`config.mk`:
```
export PLATFORM = sky130hd
export DESIGN_NAME = button_conditioner
export DESIGN_NICKNAME = d
export VERILOG_FILES = /design/src/rtl/button_pkg.sv /design/src/rtl/sync_2ff.sv /design/src/rtl/button_conditioner.sv
export SDC_FILE = /design/constraint.sdc
export NUM_CORES = 1
export LEC_CHECK = 0
export CELL_PAD_IN_SITES_DETAIL_PLACEMENT = 1
export CELL_PAD_IN_SITES_GLOBAL_PLACEMENT = 1
export CORE_MARGIN = 5
export CORE_UTILIZATION = 30
export CTS_CLUSTER_SIZE = 25
export DETAILED_ROUTE_END_ITERATION = 16
export PLACE_DENSITY = 0.68
export SETUP_SLACK_MARGIN = 0.4
export SKIP_LAST_GASP = 1
export SLEW_MARGIN = 20
export SYNTH_ARGS = -nofsm -noshare
export SYNTH_HDL_FRONTEND = slang
export SYNTH_SLANG_ARGS = --single-unit
```
`constraint.sdc`:
```
create_clock -name clk -period 3.8 [get_ports clk]
set_clock_uncertainty 0.1 [all_clocks]
set_input_delay 0.76 -clock clk [delete_from_list [all_inputs] [get_ports clk]]
set_output_delay 0.76 -clock clk [all_outputs]
set_load 0.01 [all_outputs]
```
`src/rtl/button_pkg.sv`:
```
// Shared FSM state type and default timing constants for push-button conditioning.
package button_pkg;

    typedef enum logic [1:0] {
        IDLE         = 2'd0,
        PRESS_WAIT   = 2'd1,
        PRESSED      = 2'd2,
        RELEASE_WAIT = 2'd3
    } button_state_t;

    // Defaults assume a 100 MHz clock: 10 ms debounce, 1 s long press.
    localparam int DEF_STABLE_CYCLES = 1000000;
    localparam int DEF_STABLE_W      = 20;
    localparam int DEF_LONG_CYCLES   = 100000000;
    localparam int DEF_LONG_W        = 27;

endpackage

```
`src/rtl/sync_2ff.sv`:
```
// Two-flop synchronizer for a single asynchronous input; q is the second flop.
module sync_2ff (
    input  logic clk,
    input  logic reset,
    input  logic d,
    output logic q
);

    logic meta_r;
    logic sync_r;

    // capture the asynchronous input through two flops
    always_ff @(posedge clk or posedge reset) begin
        if (reset) begin
            meta_r <= 1'b0;
            sync_r <= 1'b0;
        end else begin
            meta_r <= d;
            sync_r <= meta_r;
        end
    end

    assign q = sync_r;

endmodule

```
`src/rtl/button_conditioner.sv`:
```
// Debounces a bouncing push-button into a level, press/release strobes and a press counter.
// Optional long-press strobe is built when BUTTON_LONG_PRESS_EN is defined.
module button_conditioner
    import button_pkg::*;
#(
    parameter int STABLE_CYCLES = DEF_STABLE_CYCLES,
    parameter int STABLE_W      = DEF_STABLE_W,
    parameter int LONG_CYCLES   = DEF_LONG_CYCLES,
    parameter int LONG_W        = DEF_LONG_W
) (
    input  logic        clk,
    input  logic        reset,
    input  logic        btn_raw,
    input  logic        cnt_clr,
    output logic        level,
    output logic        press_pulse,
    output logic        release_pulse,
    output logic        long_pulse,
    output logic [15:0] press_count
);

    if (STABLE_CYCLES < 32'sd1 || (STABLE_CYCLES >> STABLE_W) != 32'sd0) begin : g_bad_stable
        $error("STABLE_CYCLES must be in 1 .. 2**STABLE_W-1");
    end
    if (LONG_CYCLES < 32'sd1 || (LONG_CYCLES >> LONG_W) != 32'sd0) begin : g_bad_long
        $error("LONG_CYCLES must be in 1 .. 2**LONG_W-1");
    end

    // The count is compared one step early so acceptance lands exactly STABLE_CYCLES
    // edges after the first edge that saw the new synchronized level.
    localparam logic [STABLE_W-1:0] STABLE_ONE  = STABLE_W'(1);
    localparam logic [STABLE_W-1:0] STABLE_ZERO = STABLE_W'(0);
    localparam logic [STABLE_W-1:0] STABLE_LAST = STABLE_W'(STABLE_CYCLES - 1);

    logic          sync_s;
    button_state_t state_r, state_s;
    logic [STABLE_W-1:0] stable_cnt_r, stable_cnt_s;
    logic          press_evt_s, release_evt_s;
    logic          level_r, level_s;
    logic          press_pulse_r, release_pulse_r;
    logic [15:0]   press_count_r, press_count_s;

    sync_2ff u_sync (
        .clk   (clk),
        .reset (reset),
        .d     (btn_raw),
        .q     (sync_s)
    );

    // next-state, stability counter and accepted-edge events
    always_comb begin
        state_s       = state_r;
        stable_cnt_s  = stable_cnt_r;
        press_evt_s   = 1'b0;
        release_evt_s = 1'b0;
        case (state_r)
            IDLE: begin
                if (sync_s) begin
                    state_s      = PRESS_WAIT;
                    stable_cnt_s = STABLE_ONE;
                end else begin
                    stable_cnt_s = STABLE_ZERO;
                end
            end
            PRESS_WAIT: begin
                if (!sync_s) begin
                    state_s      = IDLE;
                    stable_cnt_s = STABLE_ZERO;
                end else if (stable_cnt_r >= STABLE_LAST) begin
                    state_s      = PRESSED;
                    stable_cnt_s = STABLE_ZERO;
                    press_evt_s  = 1'b1;
                end else begin
                    stable_cnt_s = stable_cnt_r + STABLE_ONE;
                end
            end
            PRESSED: begin
                if (!sync_s) begin
                    state_s      = RELEASE_WAIT;
                    stable_cnt_s = STABLE_ONE;
                end else begin
                    stable_cnt_s = STABLE_ZERO;
                end
            end
            RELEASE_WAIT: begin
                if (sync_s) begin
                    state_s      = PRESSED;
                    stable_cnt_s = STABLE_ZERO;
                end else if (stable_cnt_r >= STABLE_LAST) begin
                    state_s       = IDLE;
                    stable_cnt_s  = STABLE_ZERO;
                    release_evt_s = 1'b1;
                end else begin
                    stable_cnt_s = stable_cnt_r + STABLE_ONE;
                end
            end
            default: begin
                state_s      = IDLE;
                stable_cnt_s = STABLE_ZERO;
            end
        endcase
    end

    // debounced level and press counter; a clear coinciding with a press leaves one press
    always_comb begin
        level_s       = level_r;
        press_count_s = press_count_r;
        if (press_evt_s) begin
            level_s = 1'b1;
        end else if (release_evt_s) begin
            level_s = 1'b0;
        end else begin
            level_s = level_r;
        end
        if (press_evt_s) begin
            press_count_s = cnt_clr ? 16'd1 : press_count_r + 16'd1;
        end else if (cnt_clr) begin
            press_count_s = 16'd0;
        end else begin
            press_count_s = press_count_r;
        end
    end

    // FSM state and registered outputs
    always_ff @(posedge clk or posedge reset) begin
        if (reset) begin
            state_r         <= IDLE;
            stable_cnt_r    <= STABLE_ZERO;
            level_r         <= 1'b0;
            press_pulse_r   <= 1'b0;
            release_pulse_r <= 1'b0;
            press_count_r   <= 16'd0;
        end else begin
            state_r         <= state_s;
            stable_cnt_r    <= stable_cnt_s;
            level_r         <= level_s;
            press_pulse_r   <= press_evt_s;
            release_pulse_r <= release_evt_s;
            press_count_r   <= press_count_s;
        end
    end

    assign level         = level_r;
    assign press_pulse   = press_pulse_r;
    assign release_pulse = release_pulse_r;
    assign press_count   = press_count_r;

`ifdef BUTTON_LONG_PRESS_EN
    localparam logic [LONG_W-1:0] LONG_ONE  = LONG_W'(1);
    localparam logic [LONG_W-1:0] LONG_FULL = LONG_W'(LONG_CYCLES);
    localparam logic [LONG_W-1:0] LONG_LAST = LONG_W'(LONG_CYCLES - 1);

    logic [LONG_W-1:0] hold_r, hold_s;
    logic              long_evt_s;
    logic              long_pulse_r;

    // Hold time counts while the button is accepted as down; it saturates at LONG_CYCLES
    // so the strobe fires once, and it skips the release edge to keep strobes exclusive.
    always_comb begin
        hold_s     = hold_r;
        long_evt_s = 1'b0;
        if (press_evt_s) begin
            hold_s = LONG_W'(0);
        end else if ((state_r == PRESSED || state_r == RELEASE_WAIT) &&
                     !release_evt_s && (hold_r < LONG_FULL)) begin
            hold_s     = hold_r + LONG_ONE;
            long_evt_s = (hold_r == LONG_LAST);
        end else begin
            hold_s = hold_r;
        end
    end

    // hold counter and long-press strobe register
    always_ff @(posedge clk or posedge reset) begin
        if (reset) begin
            hold_r       <= LONG_W'(0);
            long_pulse_r <= 1'b0;
        end else begin
            hold_r       <= hold_s;
            long_pulse_r <= long_evt_s;
        end
    end

    assign long_pulse = long_pulse_r;
`else
    assign long_pulse = 1'b0;
`endif

endmodule

```
# Word-level counts from Yosys, hierarchy flattened
# Index checks and enable logic that the tools add are counted.
[totals] elab_cells=45 inputBits=4 output_inout_bits=20 reg_bits=43
[op_classes] n_eq_ne=7 reduce_logical=4 addsub=2 mux=23 magnitude_cmp=1
[ops] cell="case mux 20 bit (4 select lines)" n=1
[ops] cell="2-to-1 mux 20 bit" n=3
[ops] cell="2-to-1 mux 16 bit" n=3
[ops] cell="adder 20 x 1 -> 20 bit, second input constant" n=1
[ops] cell=">= comparator 20 bit, second input constant" n=1
[ops] cell="adder 16 x 1 -> 16 bit, second input constant" n=1
[ops] cell="2-to-1 mux 2 bit" n=6
[ops] cell="2-to-1 mux 1 bit" n=9
[ops] cell="case mux 2 bit (4 select lines)" n=1
[ops] cell="equality test 2 bit, second input constant" n=2
[ops] cell="AND reduction 4 bit" n=1
[ops] cell="nonzero test 2 bit" n=2
[ops] cell="inequality test 3 x 2 -> 1 bit, second input constant" n=1
[ops] cell="inequality test 3 bit, second input constant" n=1
[ops] cell="equality test 2 x 1 -> 1 bit, second input constant" n=1
[ops] cell="logical NOT 2 bit" n=1
[ops] cell="inequality test 2 x 1 -> 1 bit, second input constant" n=1
[ops] cell="inequality test 2 bit, second input constant" n=1

# Logic depth before layout (Yosys ltp)
[depth] ltp_word=6 mapped_depth=8 mapped_depth_nobuf=6

# Hierarchy
# A second synthesis with hierarchy kept.
[hier_totals] cells_unflattened=222 area_unflattened_um2=2203.4
[by_module_without_submodules] module="button_conditioner" seq_area_each_um2=1026.0 cells_each=219 area_each_um2=2149.6 n_inst=1
[by_module_without_submodules] module="sync_2ff" seq_area_each_um2=50.0 cells_each=3 area_each_um2=53.8 n_inst=1

# Worst setup path before layout
# No wires, ideal clock.
[synth_path] kind="register to register" startpoint="reg stable_cnt_r[0]" endpoint="reg press_count_r[12] (netlist: press_count[12])" setup_ns=0.125 path_stages_with_launch=8 arrival_time_ns=1.821 period_less_slack_ns=2.046 n_path_buf=1 path_slack_ns=1.754 required_time_ns=3.575 cell_sequence="dfrtp_1 ha_1 nand2_1 nor4_2 nor3_2 buf_6 nor4_2 mux2_4"
[synth_between] elab_chain_cells=5 elab_cells_between_ends=6 classes_between="order compare (1); mux (4); reduce/logical (1)"
[synth_lines] element="start: declaration" line="button_conditioner.sv:37" text="logic [STABLE_W-1:0] stable_cnt_r, stable_cnt_s;"
[synth_lines] element="start signal: assignment" line="button_conditioner.sv:135" text="stable_cnt_r <= stable_cnt_s;"
[synth_lines] element=">= comparator 20 bit *" line="button_conditioner.sv:69" text="end else if (stable_cnt_r >= STABLE_LAST) begin"
[synth_lines] element="2-to-1 mux 1 bit *" line="button_conditioner.sv:69"
[synth_lines] element="2-to-1 mux 1 bit *" line="button_conditioner.sv:66" text="if (!sync_s) begin"
[synth_lines] element="2-to-1 mux 1 bit *" line="button_conditioner.sv:56" text="case (state_r)"
[synth_lines] element="2-to-1 mux 16 bit or nonzero test 2 bit (tied branches)"
[synth_lines] element="end signal: assignment" line="button_conditioner.sv:139" text="press_count_r <= press_count_s;"
[synth_lines] element="end: declaration" line="button_conditioner.sv:41" text="logic [15:0] press_count_r, press_count_s;"
# Every way passes the cells marked *; elsewhere a longest branch is shown, timed or not.
# A chain may end at the register's enable or synchronous reset.

==> results by stage <==
Drt:
- The detail route stage leaves a number of antenna-violating nets equal to 0.
- The final layout contains routed wiring with a total length of between 4000 and 5000 um.
- The first TritonRoute pass finished after 4 iterations.
- The final routed wire length divided by cell count is between 10 and 15 um.
- The violation count after the first detailed-route iteration is 64.
- In the routed layout, each cell is associated on average with a via count of 4.93.
- The detailed router placed 1,710 vias in this run.
- For this run, design rule violations remaining after detail routing come to 0.

Logic synthesis:
- The flop and latch count out of synthesis is 43.
- For this run, the number of Yosys warnings is 0.
- Counting every instance in the synthesized netlist gives around 220.
- sky130_fd_sc_hd__dfrtp_1 takes more of the synthesized area than any other cell.
- The top cell type by area accounts for 48.9% of the synthesized area.
- The share of synthesized cell area in full adder, half adder and majority cells is between 1 and 1.5%.
- The per-instance average area after synthesis is between 9 and 10 um^2.
- The largest family of logic cells by synthesized area is simple AND/OR/NAND/NOR gates.
- The xor/xnor share of the synthesized area is 7.96%.
- The dominant register cell in the synthesized netlist is sky130_fd_sc_hd__dfrtp_1.
- Of the total synthesized cell area, the portion taken by AND, OR, NAND and NOR gates is around 27%.
- After synthesis, the netlist uses 42 different library cells.
- The async set or reset register ratio after synthesis is 100%.
- The number of nets handed over by synthesis was 227.
- The netlist area before placement is 2200 um^2.
- Summing the areas of all compound-gate instances in the mapped netlist gives roughly 9.8% of the synthesized area.
- The multiplexer area fraction after synthesis is 1.14%.
- Sorting the synthesized cells by area gives the leading types as sky130_fd_sc_hd__dfrtp_1 49%, sky130_fd_sc_hd__nor2_1 5.1%, sky130_fd_sc_hd__xnor2_1 4.8%.
- The number of flops mapped to enable cells by yosys is 0.
- Sequential cells were found to cover 48.9% of the synthesized design area.

STA:
- The worst path in the final design needs a cycle of 2.41 ns, including I/O delays and setup.
- Setup repair after global routing left no endpoint under its margin.
- The relative slew slack is 43.7%.
- The pin slew with the least headroom to its limit is 0.839 ns.
- Summed over all failing endpoints, the final setup total negative slack is 0 ns.
- The number of pins exceeding their max-slew limit in the final report is 0.
- After layout, the worst path uses 63.3% of the clock period.
- Setup violations remaining at the end of the flow were counted as 0.
- The worst hold margin is 0.259 ns.
- The count of final hold-check violations was 0.
- Derived from the worst setup path, the maximum achievable clock frequency is 416 MHz.
- The worst path meets setup with between 1 and 1.5 ns of slack.

Setup path:
- In this design, the stage delay of the slowest critical-path cell is ~0.72 ns.
- Together, buffers and inverters on the worst path number 1.
- The worst reg-to-reg setup slack is 1.39 ns.
- The depth of the most critical reg-to-reg path is 6.
- The classification of the worst setup path is reg2reg.
- STA classifies the critical path endpoint as a register.
- In this run the worst path has a maximum fanout of 15.
- On the critical path the largest part of the delay comes from simple AND/OR/NAND/NOR gates.
- The critical path goes through o31ai_1 > a211oi_1 > nor3_2 > buf_4 > nor2_1 > a21o_1.
- The data arrival at the endpoint of the critical path is 2.49 ns.
- The critical register-to-register path startpoint is stable_cnt_r[8].
- For this design, the slowest cell found on the critical path is sky130_fd_sc_hd__nor3_2.
- The worst setup path is launched from a register.
- At the worst endpoint, the required time is 3.89 ns.

Place:
- The number of placed instances, taps included, is 339.
- The half-perimeter wire length after detailed placement is between 3000 and 4000 um.
- The placement-stage worst setup slack is ~1.4 ns.
- The routability-driven placement congestion ratio is 0.744.
- In this run the cell area measured after placement is 2520 um^2.
- The number of I/O port buffers is 22.

Hold path:
- The cell count of the worst hold path is 0.
- For hold timing, the worst endpoint is u_sync.q.
- The startpoint identified for the worst hold timing path is u_sync.meta_r.
- The type of the tightest min-delay check is reg2reg.

Finish:
- After the last flow step, the layout net total stands at 253.
- The final design area excluding fillers is ~2600 um^2.
- The core occupancy in the finished layout is 36.6%.
- The repair_antennas step left the layout with diodes totalling 0.
- The area added between synthesis and finish is 20.1%.
- The number of standard cells in the layout, taps in and fillers out is 347.
- The proportion of layout cells with a drive suffix above 1 is 9.68%.

Global route:
- The first-pass GRT wire length is 8820 um.
- Entering global routing, the biggest net connects 32 pins.
- The number of antenna violations at the first check in global routing was 0.
- The number of global-route vias before repair is 1,819.
- The global-route total usage across every layer is 12.1%.
- Summed over all layers, the global routing overflow is 0.

Clock tree:
- The clock root buffer is sky130_fd_sc_hd__clkbuf_8.
- The H-tree depth reported by CTS is 2.
- The post-CTS resize count is 0.
- The clock reaches the later pin of the worst-skew pair after around 0.29 ns.
- The number of buffers added to fix hold violations after cts is 0.
- Counting every sink on the clock net gives 43.
- TritonCTS built the clock tree.
- The clock passes through at most 2 buffers.
- Clock-pin slew was measured on the worst setup and hold paths at 0.08 ns.
- The total setup buffers inserted after CTS is 0.
- In this run, CTS created clock tree buffers numbering 5.

Pwr:
- Power comes to 862 uW.
- Dividing total power by cell area gives a power density of 326 nW/um^2.
- For this design the static power due to leakage is 1.02 nW.
- The worst-case IR drop observed on VDD is ~0.15 mV.

Die:
- The number of top-level pins is 24.
- The core region area is 7210 um^2.
- The initial utilization of the core area, before any placement, comes to approximately 30%.
- The die covers 9140 um^2.
- The die extent in x is around 96 um.
- The standard-cell row count is 31.
- In this run the vertical extent of the chip is 95.6 um.

Run:
- The tool flagged a number of max-cap violations equal to 0.

Status:
- The run finished with clean final reports.
==> Yosys cell counts, types with 2 or more instances <==
master                      n
sky130_fd_sc_hd__a21oi_1   11
sky130_fd_sc_hd__and3_1     4
sky130_fd_sc_hd__and4_1     3
sky130_fd_sc_hd__buf_6      2
sky130_fd_sc_hd__clkbuf_1   2
sky130_fd_sc_hd__dfrtp_1   43
sky130_fd_sc_hd__ha_1       2
sky130_fd_sc_hd__inv_1      9
sky130_fd_sc_hd__nand2_1   14
sky130_fd_sc_hd__nand2b_1   4
sky130_fd_sc_hd__nand3_1   10
sky130_fd_sc_hd__nand3_2    2
sky130_fd_sc_hd__nand4_1    7
sky130_fd_sc_hd__nand4_2    2
sky130_fd_sc_hd__nor2_1    30
sky130_fd_sc_hd__nor2b_1    2
sky130_fd_sc_hd__nor3_1     5
sky130_fd_sc_hd__nor4_2     3
sky130_fd_sc_hd__o21ai_0    4
sky130_fd_sc_hd__o21ai_1    4
sky130_fd_sc_hd__o31ai_1    8
sky130_fd_sc_hd__or3_1      4
sky130_fd_sc_hd__or4_1      9
sky130_fd_sc_hd__xnor2_1   12
sky130_fd_sc_hd__xor2_1     8
==> registers in the layout, summed over array words and instances (netlist names), named ones only <==
| register | count |
|---|---|
| state_r | 1 |
| u_sync.q | 1 |
| stable_cnt_r | 20 |
| press_pulse | 1 |
| press_count | 16 |
| level | 1 |
| u_sync.meta_r | 1 |
| release_pulse | 1 |
==> where the power goes <==
group	total [mW]	internal [mW]	switching (mW)
registers	0.464	0.460	0.00367
logic	0.0270	0.00709	0.0199
clock network	0.371	0.213	0.159
total	0.862	0.680	0.182
==> layout make-up <==
cell class	instances	area, um^2
tap	99	124
sequential	43	1080
clock buffer	6	82.6
inverter	9	33.8
multi-input combinational	163	1050
fill	867	4570
timing repair buffer	25	243
clock inverter	2	35.0
==> how the worst max path moves through the flow <==
stage          cells after the start         endpoint        startpoint
2_1_floorplan                      7  press_count[12]   stable_cnt_r[0]
3_3_place_gp                       3   press_count[3]           cnt_clr
3_5_place_dp                       3   press_count[3]           cnt_clr
4_1_cts                            6         register  stable_cnt_r[13]
5_1_grt                            6         register  stable_cnt_r[13]
6_report                           6         register   stable_cnt_r[8]
==> metal layers <==
| metal | track usage [%] | wire, um | vias up |
|---|---|---|---|
| li1 | - | - | 833 |
| met1 | 16.2 | 2410 | 850 |
| met2 | 19.6 | 2340 | 20 |
| met3 | 3.00 | 119 | 7 |
| met4 | 2.84 | 49 | 0 |
| met5 | 0 | 0 | - |
==> cell families after synthesis <==
family	after synthesis
xor gates and xnor gates	20
AOI/OAI and AO/OA	33
muxes	2
buffers and inverters	15
and+or+nand+nor	105
adders and majority gates	2
DFF	43
other	1
==> cell usage in the layout (no fill, tap or decap), types with 3 or more instances in the layout <==
| cell type | instances |
|---|---|
| sky130_fd_sc_hd__xnor2_1 | 12 |
| sky130_fd_sc_hd__nand2_1 | 14 |
| sky130_fd_sc_hd__o21ai_0 | 4 |
| sky130_fd_sc_hd__nor3_1 | 5 |
| sky130_fd_sc_hd__dfrtp_1 | 43 |
| sky130_fd_sc_hd__o31ai_1 | 8 |
| sky130_fd_sc_hd__nand3_1 | 10 |
| sky130_fd_sc_hd__clkbuf_8 | 6 |
| sky130_fd_sc_hd__xor2_1 | 8 |
| sky130_fd_sc_hd__nand2b_1 | 4 |
| sky130_fd_sc_hd__clkdlybuf4s50_1 | 22 |
| sky130_fd_sc_hd__inv_1 | 8 |
| sky130_fd_sc_hd__and3_1 | 4 |
| sky130_fd_sc_hd__nand4_1 | 7 |
| sky130_fd_sc_hd__o21ai_1 | 4 |
| sky130_fd_sc_hd__nor4_2 | 3 |
| sky130_fd_sc_hd__and4_1 | 3 |
| sky130_fd_sc_hd__buf_4 | 3 |
| sky130_fd_sc_hd__or3_1 | 4 |
| sky130_fd_sc_hd__a21oi_1 | 11 |
| sky130_fd_sc_hd__or4_1 | 9 |
| sky130_fd_sc_hd__nor2_1 | 30 |
No activity file was read; power rests on OpenSTA's default activity.
